`config.mk`:
```
export PLATFORM = sky130hd
export DESIGN_NAME = fetch_pc_stage
export DESIGN_NICKNAME = d
export VERILOG_FILES = /design/src/rtl/fetch_pc_stage_pkg.sv /design/src/rtl/fetch_pc_stage_cla.sv /design/src/rtl/fetch_pc_stage.sv
export SDC_FILE = /design/constraint.sdc
export NUM_CORES = 1
export LEC_CHECK = 0
export BUFFER_PORTS_ARGS = -buffer_cell sky130_fd_sc_hd__buf_4
export CORE_MARGIN = 3
export CORE_UTILIZATION = 39
export CTS_BUF_LIST = sky130_fd_sc_hd__clkbuf_16
export DETAILED_ROUTE_END_ITERATION = 12
export GPL_ROUTABILITY_DRIVEN = 0
export PLACE_DENSITY = 0.69
export SYNTH_ARGS = -nofsm -noshare
export SYNTH_HDL_FRONTEND = slang
export SYNTH_SLANG_ARGS = --single-unit
```
`constraint.sdc`:
```
create_clock -name clock -period 1.5 [get_ports clock]
set_input_delay 0.15 -clock clock [delete_from_list [all_inputs] [get_ports clock]]
set_output_delay 0.15 -clock clock [all_outputs]
set_load 0.01 [all_outputs]
```
`src/rtl/fetch_pc_stage_pkg.sv`:
```
// Shared constants and types for the instruction-fetch PC stage.
package fetch_pc_stage_pkg;

    localparam int          FETCH_PC_W     = 12;
    localparam int          FETCH_INSN_W   = 32;
    localparam logic [11:0] FETCH_RESET_PC = 12'h000;
    localparam logic [31:0] FETCH_NOP      = 32'h0000_0013;

    typedef enum logic [1:0] {
        BOOT = 2'd0,
        FILL = 2'd1,
        RUN  = 2'd2
    } fetch_state_e;

endpackage

```
`src/rtl/fetch_pc_stage_cla.sv`:
```
// 12-bit carry-lookahead adder: three 4-bit lookahead groups chained by group generate/propagate.
// There is no carry-out; the sum wraps modulo 4096.
module cla_twelve (
    input  logic [11:0] in1,
    input  logic [11:0] in2,
    input  logic        cin,
    output logic [11:0] sum
);

    // Bit 11 generate would only feed a carry-out, which this adder does not expose.
    logic [10:0] g;
    logic [11:0] p;
    logic [11:0] c;
    logic [2:0]  cg;
    logic [1:0]  gg;
    logic [1:0]  gp;

    assign g     = in1[10:0] & in2[10:0];
    assign p     = in1 ^ in2;
    assign cg[0] = cin;

    generate
        for (genvar gi = 0; gi < 3; gi++) begin : g_grp
            localparam int B = 4 * gi;
            assign c[B]   = cg[gi];
            assign c[B+1] = g[B] | (p[B] & cg[gi]);
            assign c[B+2] = g[B+1] | (p[B+1] & g[B]) | (p[B+1] & p[B] & cg[gi]);
            assign c[B+3] = g[B+2] | (p[B+2] & g[B+1]) | (p[B+2] & p[B+1] & g[B])
                          | (p[B+2] & p[B+1] & p[B] & cg[gi]);
            if (gi < 2) begin : g_gp
                assign gg[gi]    = g[B+3] | (p[B+3] & g[B+2]) | (p[B+3] & p[B+2] & g[B+1])
                                 | (p[B+3] & p[B+2] & p[B+1] & g[B]);
                assign gp[gi]    = &p[B+3:B];
                assign cg[gi+1]  = gg[gi] | (gp[gi] & cg[gi]);
            end
        end
    endgenerate

    assign sum = p ^ c;

endmodule

```
`src/rtl/fetch_pc_stage.sv`:
```
// Instruction-fetch stage: PC register, synchronous imem request, F/D latch with stall and redirect squash.
// Optional FETCH_PERF_EN adds fetched/bubble performance counters.
module fetch_pc_stage
    import fetch_pc_stage_pkg::*;
#(
    parameter int               PC_W     = FETCH_PC_W,
    parameter int               INSN_W   = FETCH_INSN_W,
    parameter logic [PC_W-1:0]  RESET_PC = FETCH_RESET_PC
) (
    input  logic              clock,
    input  logic              reset_n,
    input  logic              stall,
    input  logic              redirect_valid,
    input  logic [PC_W-1:0]   redirect_target,
    output logic [PC_W-1:0]   imem_addr,
    output logic              imem_en,
    input  logic [INSN_W-1:0] imem_rdata,
    output logic              fd_valid,
    output logic [PC_W-1:0]   fd_pc,
    output logic [PC_W-1:0]   fd_pc_plus1,
    output logic [INSN_W-1:0] fd_insn
`ifdef FETCH_PERF_EN
    ,
    output logic [15:0]       perf_fetched,
    output logic [15:0]       perf_bubbles
`endif
);

    fetch_state_e      state_q, state_d;
    logic [PC_W-1:0]   pc_q, pc_d;
    logic [PC_W-1:0]   req_pc_q, req_pc_d;
    logic [PC_W-1:0]   fd_pc_q, fd_pc_d;
    logic [PC_W-1:0]   fd_pc_plus1_q, fd_pc_plus1_d;
    logic [INSN_W-1:0] fd_insn_q, fd_insn_d;
    logic [PC_W-1:0]   pc_plus1;
    logic [PC_W-1:0]   req_pc_plus1;
    logic              advance;
    logic              wr_valid;

    cla_twelve u_pc_inc (
        .in1 (pc_q),
        .in2 (12'd1),
        .cin (1'b0),
        .sum (pc_plus1)
    );

    cla_twelve u_req_inc (
        .in1 (req_pc_q),
        .in2 (12'd1),
        .cin (1'b0),
        .sum (req_pc_plus1)
    );

    // A redirect moves the pipe even when decode is stalled.
    assign advance   = ~stall | redirect_valid;
    assign wr_valid  = ~redirect_valid & (state_q != BOOT);
    assign imem_en   = advance;
    assign imem_addr = pc_q;

    always_comb begin
        state_d       = state_q;
        pc_d          = pc_q;
        req_pc_d      = req_pc_q;
        fd_pc_d       = fd_pc_q;
        fd_pc_plus1_d = fd_pc_plus1_q;
        fd_insn_d     = fd_insn_q;
        if (redirect_valid) begin
            state_d = BOOT;
            pc_d    = redirect_target;
        end else if (!stall) begin
            pc_d = pc_plus1;
            case (state_q)
                BOOT:    state_d = FILL;
                FILL:    state_d = RUN;
                default: state_d = RUN;
            endcase
        end
        if (advance) begin
            req_pc_d      = pc_q;
            fd_pc_d       = req_pc_q;
            fd_pc_plus1_d = req_pc_plus1;
            fd_insn_d     = imem_rdata;
        end
    end

    always_ff @(posedge clock or negedge reset_n) begin
        if (!reset_n) begin
            state_q       <= BOOT;
            pc_q          <= RESET_PC;
            req_pc_q      <= '0;
            fd_pc_q       <= '0;
            fd_pc_plus1_q <= '0;
            fd_insn_q     <= '0;
        end else begin
            state_q       <= state_d;
            pc_q          <= pc_d;
            req_pc_q      <= req_pc_d;
            fd_pc_q       <= fd_pc_d;
            fd_pc_plus1_q <= fd_pc_plus1_d;
            fd_insn_q     <= fd_insn_d;
        end
    end

    assign fd_valid    = (state_q == RUN);
    assign fd_pc       = fd_pc_q;
    assign fd_pc_plus1 = fd_pc_plus1_q;
    assign fd_insn     = fd_insn_q;

`ifdef FETCH_PERF_EN
    logic [15:0] perf_fetched_q, perf_fetched_d;
    logic [15:0] perf_bubbles_q, perf_bubbles_d;

    always_comb begin
        perf_fetched_d = perf_fetched_q;
        perf_bubbles_d = perf_bubbles_q;
        if (advance) begin
            if (wr_valid) begin
                perf_fetched_d = perf_fetched_q + 16'd1;
            end else begin
                perf_bubbles_d = perf_bubbles_q + 16'd1;
            end
        end
    end

    always_ff @(posedge clock or negedge reset_n) begin
        if (!reset_n) begin
            perf_fetched_q <= '0;
            perf_bubbles_q <= '0;
        end else begin
            perf_fetched_q <= perf_fetched_d;
            perf_bubbles_q <= perf_bubbles_d;
        end
    end

    assign perf_fetched = perf_fetched_q;
    assign perf_bubbles = perf_bubbles_q;
`endif

endmodule
```
==> flow_metrics.py <==
metrics = {
    "run_status": {
        "status": "finished clean",
    },
    "clocking": {
        "clk_pin_slew_ps": 60,
        "cts.sinks": 82,
        "htree_levels": 3,
        "clkLatencyLatePin_ps": 320,
        "cts_root_buffer": "clkbuf_16",
        "clockBufferDepth": 2,
        "numCtsBuffers": 9,
        "cts_tree": "yes",
    },
    "worst_setup_path": {
        "critPathLaunchType": "register",
        "slowest_delay_ps": 470,
        "crit_required_ps": 1740,
        "worstSetupEndpointType": "register",
        "worstPathArrival_ps": 1660,
        "path_buf_inv": 1,
        "critPathSlowestCell": "or4_1",
        "path_cells": "nand4_1 > buf_6 > or4_1 > a31oi_1",
        "worstPathMaxFanout": 6,
        "path_delay_family": "simple AND/OR/NAND/NOR gates",
        "critPathKind": "reg -> reg",
    },
    "logic_synthesis": {
        "synth_cells": 266,
        "netlist.area_leader.share_pct": 59.5,
        "ys_types": 28,
        "yosys.area.top_type": "dfrtp_1",
        "synth-edff-count": 0,
        "syn_avg_cell_area_um2": 13.0,
        "yosysSeqAreaShare_pct": 59.5,
        "syn_area_mm2": 0.00345,
        "ys.flop_type": "dfrtp_1",
        "ys_top_cells_by_area": "dfrtp_1, mux2_2, a31oi_1",
        "syn-num-nets": 318,
        "synth_seq_cells": 82,
        "synth_async_sr_flop_share_pct": 100,
        "ys_warn_count": 0,
    },
    "route": {
        "ant_nets": 0,
        "viasPerCell": 5.01,
        "drc": 0,
        "wire_per_inst_um": 15.1,
        "finalWirelength_um": 7770,
        "num_vias": 2580,
        "firstDrtPassIters": 4,
        "drtIter0Drc": 114,
    },
    "finish": {
        "syn_to_final_growth_pct": 43.4,
        "final_nets": 459,
        "num_antenna_cells": 0,
        "drive_gt1_share_pct": 52.9,
        "fillers": 714,
        "final_cells": 515,
    },
    "grt": {
        "grt_max_degree": 83,
        "antenna_found_initial": 0,
        "grt_pass1_vias": 2510,
        "grt_usage_pct": 15.5,
        "grt.overflow.total": 0,
        "grt_pass1_wl_um": 12300,
    },
    "timing": {
        "fin_crit_sh_pct": 94.9,
        "final-setup-viol-count": 0,
        "grt_setup_unrepaired": "no",
        "clock.fmax_mhz": 702,
        "skew_ps": 7.23,
        "final_hold_viol_count": 0,
        "worst_slew_pin_slew_ps": 446,
        "drv_slew": 0,
        "finalCriticalPeriod_ps": 1420,
        "finalSetupTns_ps": 0,
        "max_slew_margin_pct": 70.2,
    },
    "placed_design": {
        "dpl.hpwl_um": 5480,
        "portBuffers": 117,
        "placed_cells": 495,
    },
    "floorplan": {
        "io_pins": 118,
        "die_x_um": 100,
        "start_util_pct": 41.0,
        "fp.coreArea_mm2": 0.00842,
        "dieArea_mm2": 0.0100,
        "placementRows": 33,
        "die_h_um": 100,
    },
    "power": {
        "power_leakage_nw": 2.30,
        "power_density_mw_per_mm2": 1240,
        "peakVddDrop_mv": 0.783,
    },
    "flow_run": {
        "max-cap-violations": 0,
    },
    "hold_path": {
        "hold_class": "in -> reg",
    },
}
==> synth_stat cells (4+ instances only) <==
cell / number
o31ai_1: 7
clkbuf_1: 4
a31oi_1: 11
xnor2_1: 5
ha_1: 4
nor2_1: 18
mux2_2: 58
a21oi_1: 6
nand2_1: 11
o21ai_0: 10
or4_1: 7
buf_2: 8
dfrtp_1: 82
nand3_1: 6
inv_1: 6
==> worst paths after layout <==
| kind | start | endpoint | slack, ps | cells past startpoint |
|---|---|---|---|---|
| max in group asynchronous | reset_n | imem_addr[4]$_DFFE_PN0P_ | 740 | 3 |
| min in group asynchronous | reset_n | fd_insn[9]$_DFFE_PN0P_ | 380 | 3 |
| setup / recovery | req_pc_q[0]$_DFFE_PN0P_ | fd_pc_plus1[9]$_DFFE_PN0P_ | 80 | 4 |
| setup reg to reg | req_pc_q[0]$_DFFE_PN0P_ | fd_pc_plus1[9]$_DFFE_PN0P_ | 80 | 4 |
| hold / removal | redirect_target[2] | imem_addr[2]$_DFFE_PN0P_ | 40 | 3 |
| hold reg to reg | fd_insn[22]$_DFFE_PN0P_ | fd_insn[22]$_DFFE_PN0P_ | 510 | 1 |
==> sequential cells by signal, summed over array words and instances, names as in the netlist <==
name,count
fd_pc,12
fd_pc_plus1,12
imem_addr,12
state_q,2
fd_insn,32
req_pc_q,12
==> worst register-to-register path: cells and delay by family (launching register included) <==
kind / cells / cell delay (ps)
buffers and inverters: 1 / 180
flip-flops: 1 / 350
AO/OA/AOI/OAI: 1 / 180
AND/OR/NAND/NOR: 2 / 640
==> cells in the final DEF (no fill, tap or decap), types with 2 or more instances in the layout <==
master	synthesis	layout
clkbuf_16	0	9
bufinv_16	0	2
ha_1	4	4
o31ai_1	7	7
mux2_2	58	58
nand3_1	6	6
buf_12	0	3
a31oi_1	11	11
xor2_1	2	2
or4_1	7	7
nand4_1	3	3
a21oi_1	6	6
dfrtp_1	82	82
mux2i_1	2	2
or3_1	3	3
nor2_1	18	18
nand2_1	11	11
buf_4	0	138
nor2b_1	3	3
o21ai_0	10	10
nand4b_1	2	2
xnor2_1	5	5
inv_1	6	6
==> layout make-up <==
type	count	area, um2	share of cell area [%]
sequential	82	2050	41.5
multi-input combinational	164	1320	26.7
timing repair buffer	144	1120	22.7
clock buffer	9	225	4.55
tap	105	131	2.65
clock inverter	5	72.6	1.47
inverter	6	22.5	0.455
==> kinds of logic (layout without fill, tap and decap cells) <==
group	Yosys count	in the layout	share of synthesized area [%]
buffers and inverters	20	164	2.68
flip-flops	82	82	59.5
AND/OR/NAND/NOR	58	58	9.03
adder cells (fa/ha/maj)	4	4	1.45
XOR/XNOR	7	7	1.78
multiplexers	60	60	19.5
AO/OA/AOI/OAI	35	35	6.09
==> layer usage <==
| layer | global-route usage, % | up-vias | share of wire (%) |
|---|---|---|---|
| met3 | 3.96 | 13 | 4.7 |
| met2 | 26.6 | 68 | 52 |
| met4 | 5.60 | 0 | 2.4 |
| met5 | 0 | - | 0 |
| li1 | - | 1244 | - |
| met1 | 18.8 | 1255 | 41 |
==> what timing repair did <==
action                                  in CTS  in global routing
setup buffers                                0                  4
gates resized for setup                      0                  3
endpoints found under the setup margin       0                  5
hold buffers                                 1                  0
hold endpoints to repair                    82                  0
==> power breakdown <==
group          switching (mW)  total [mW]  internal [mW]
Clock                   0.789        2.21           1.42
Sequential              0.183        2.67           2.49
Combinational           0.536        1.24          0.699
Total                    1.51        6.12           4.61
==> through the flow <==
step | power [mW] | hold WS, ps | setup slack (ps) | area, um2 | util, %
2_1_floorplan | 3.21 | -146 | 39.8 | 3450 | -
3_3_place_gp | 3.91 | 211 | 133 | 4590 | 54.5
3_5_place_dp | 3.94 | 213 | 60.7 | 4590 | 54.5
4_1_cts | 6.18 | 26.6 | 44.4 | 4900 | 58.2
5_1_grt | 6.40 | 45.9 | 0.346 | 4950 | 58.7
6_report | 6.12 | 35.2 | 76.4 | 4950 | 58.7
Power figures use the tool's default switching activity.
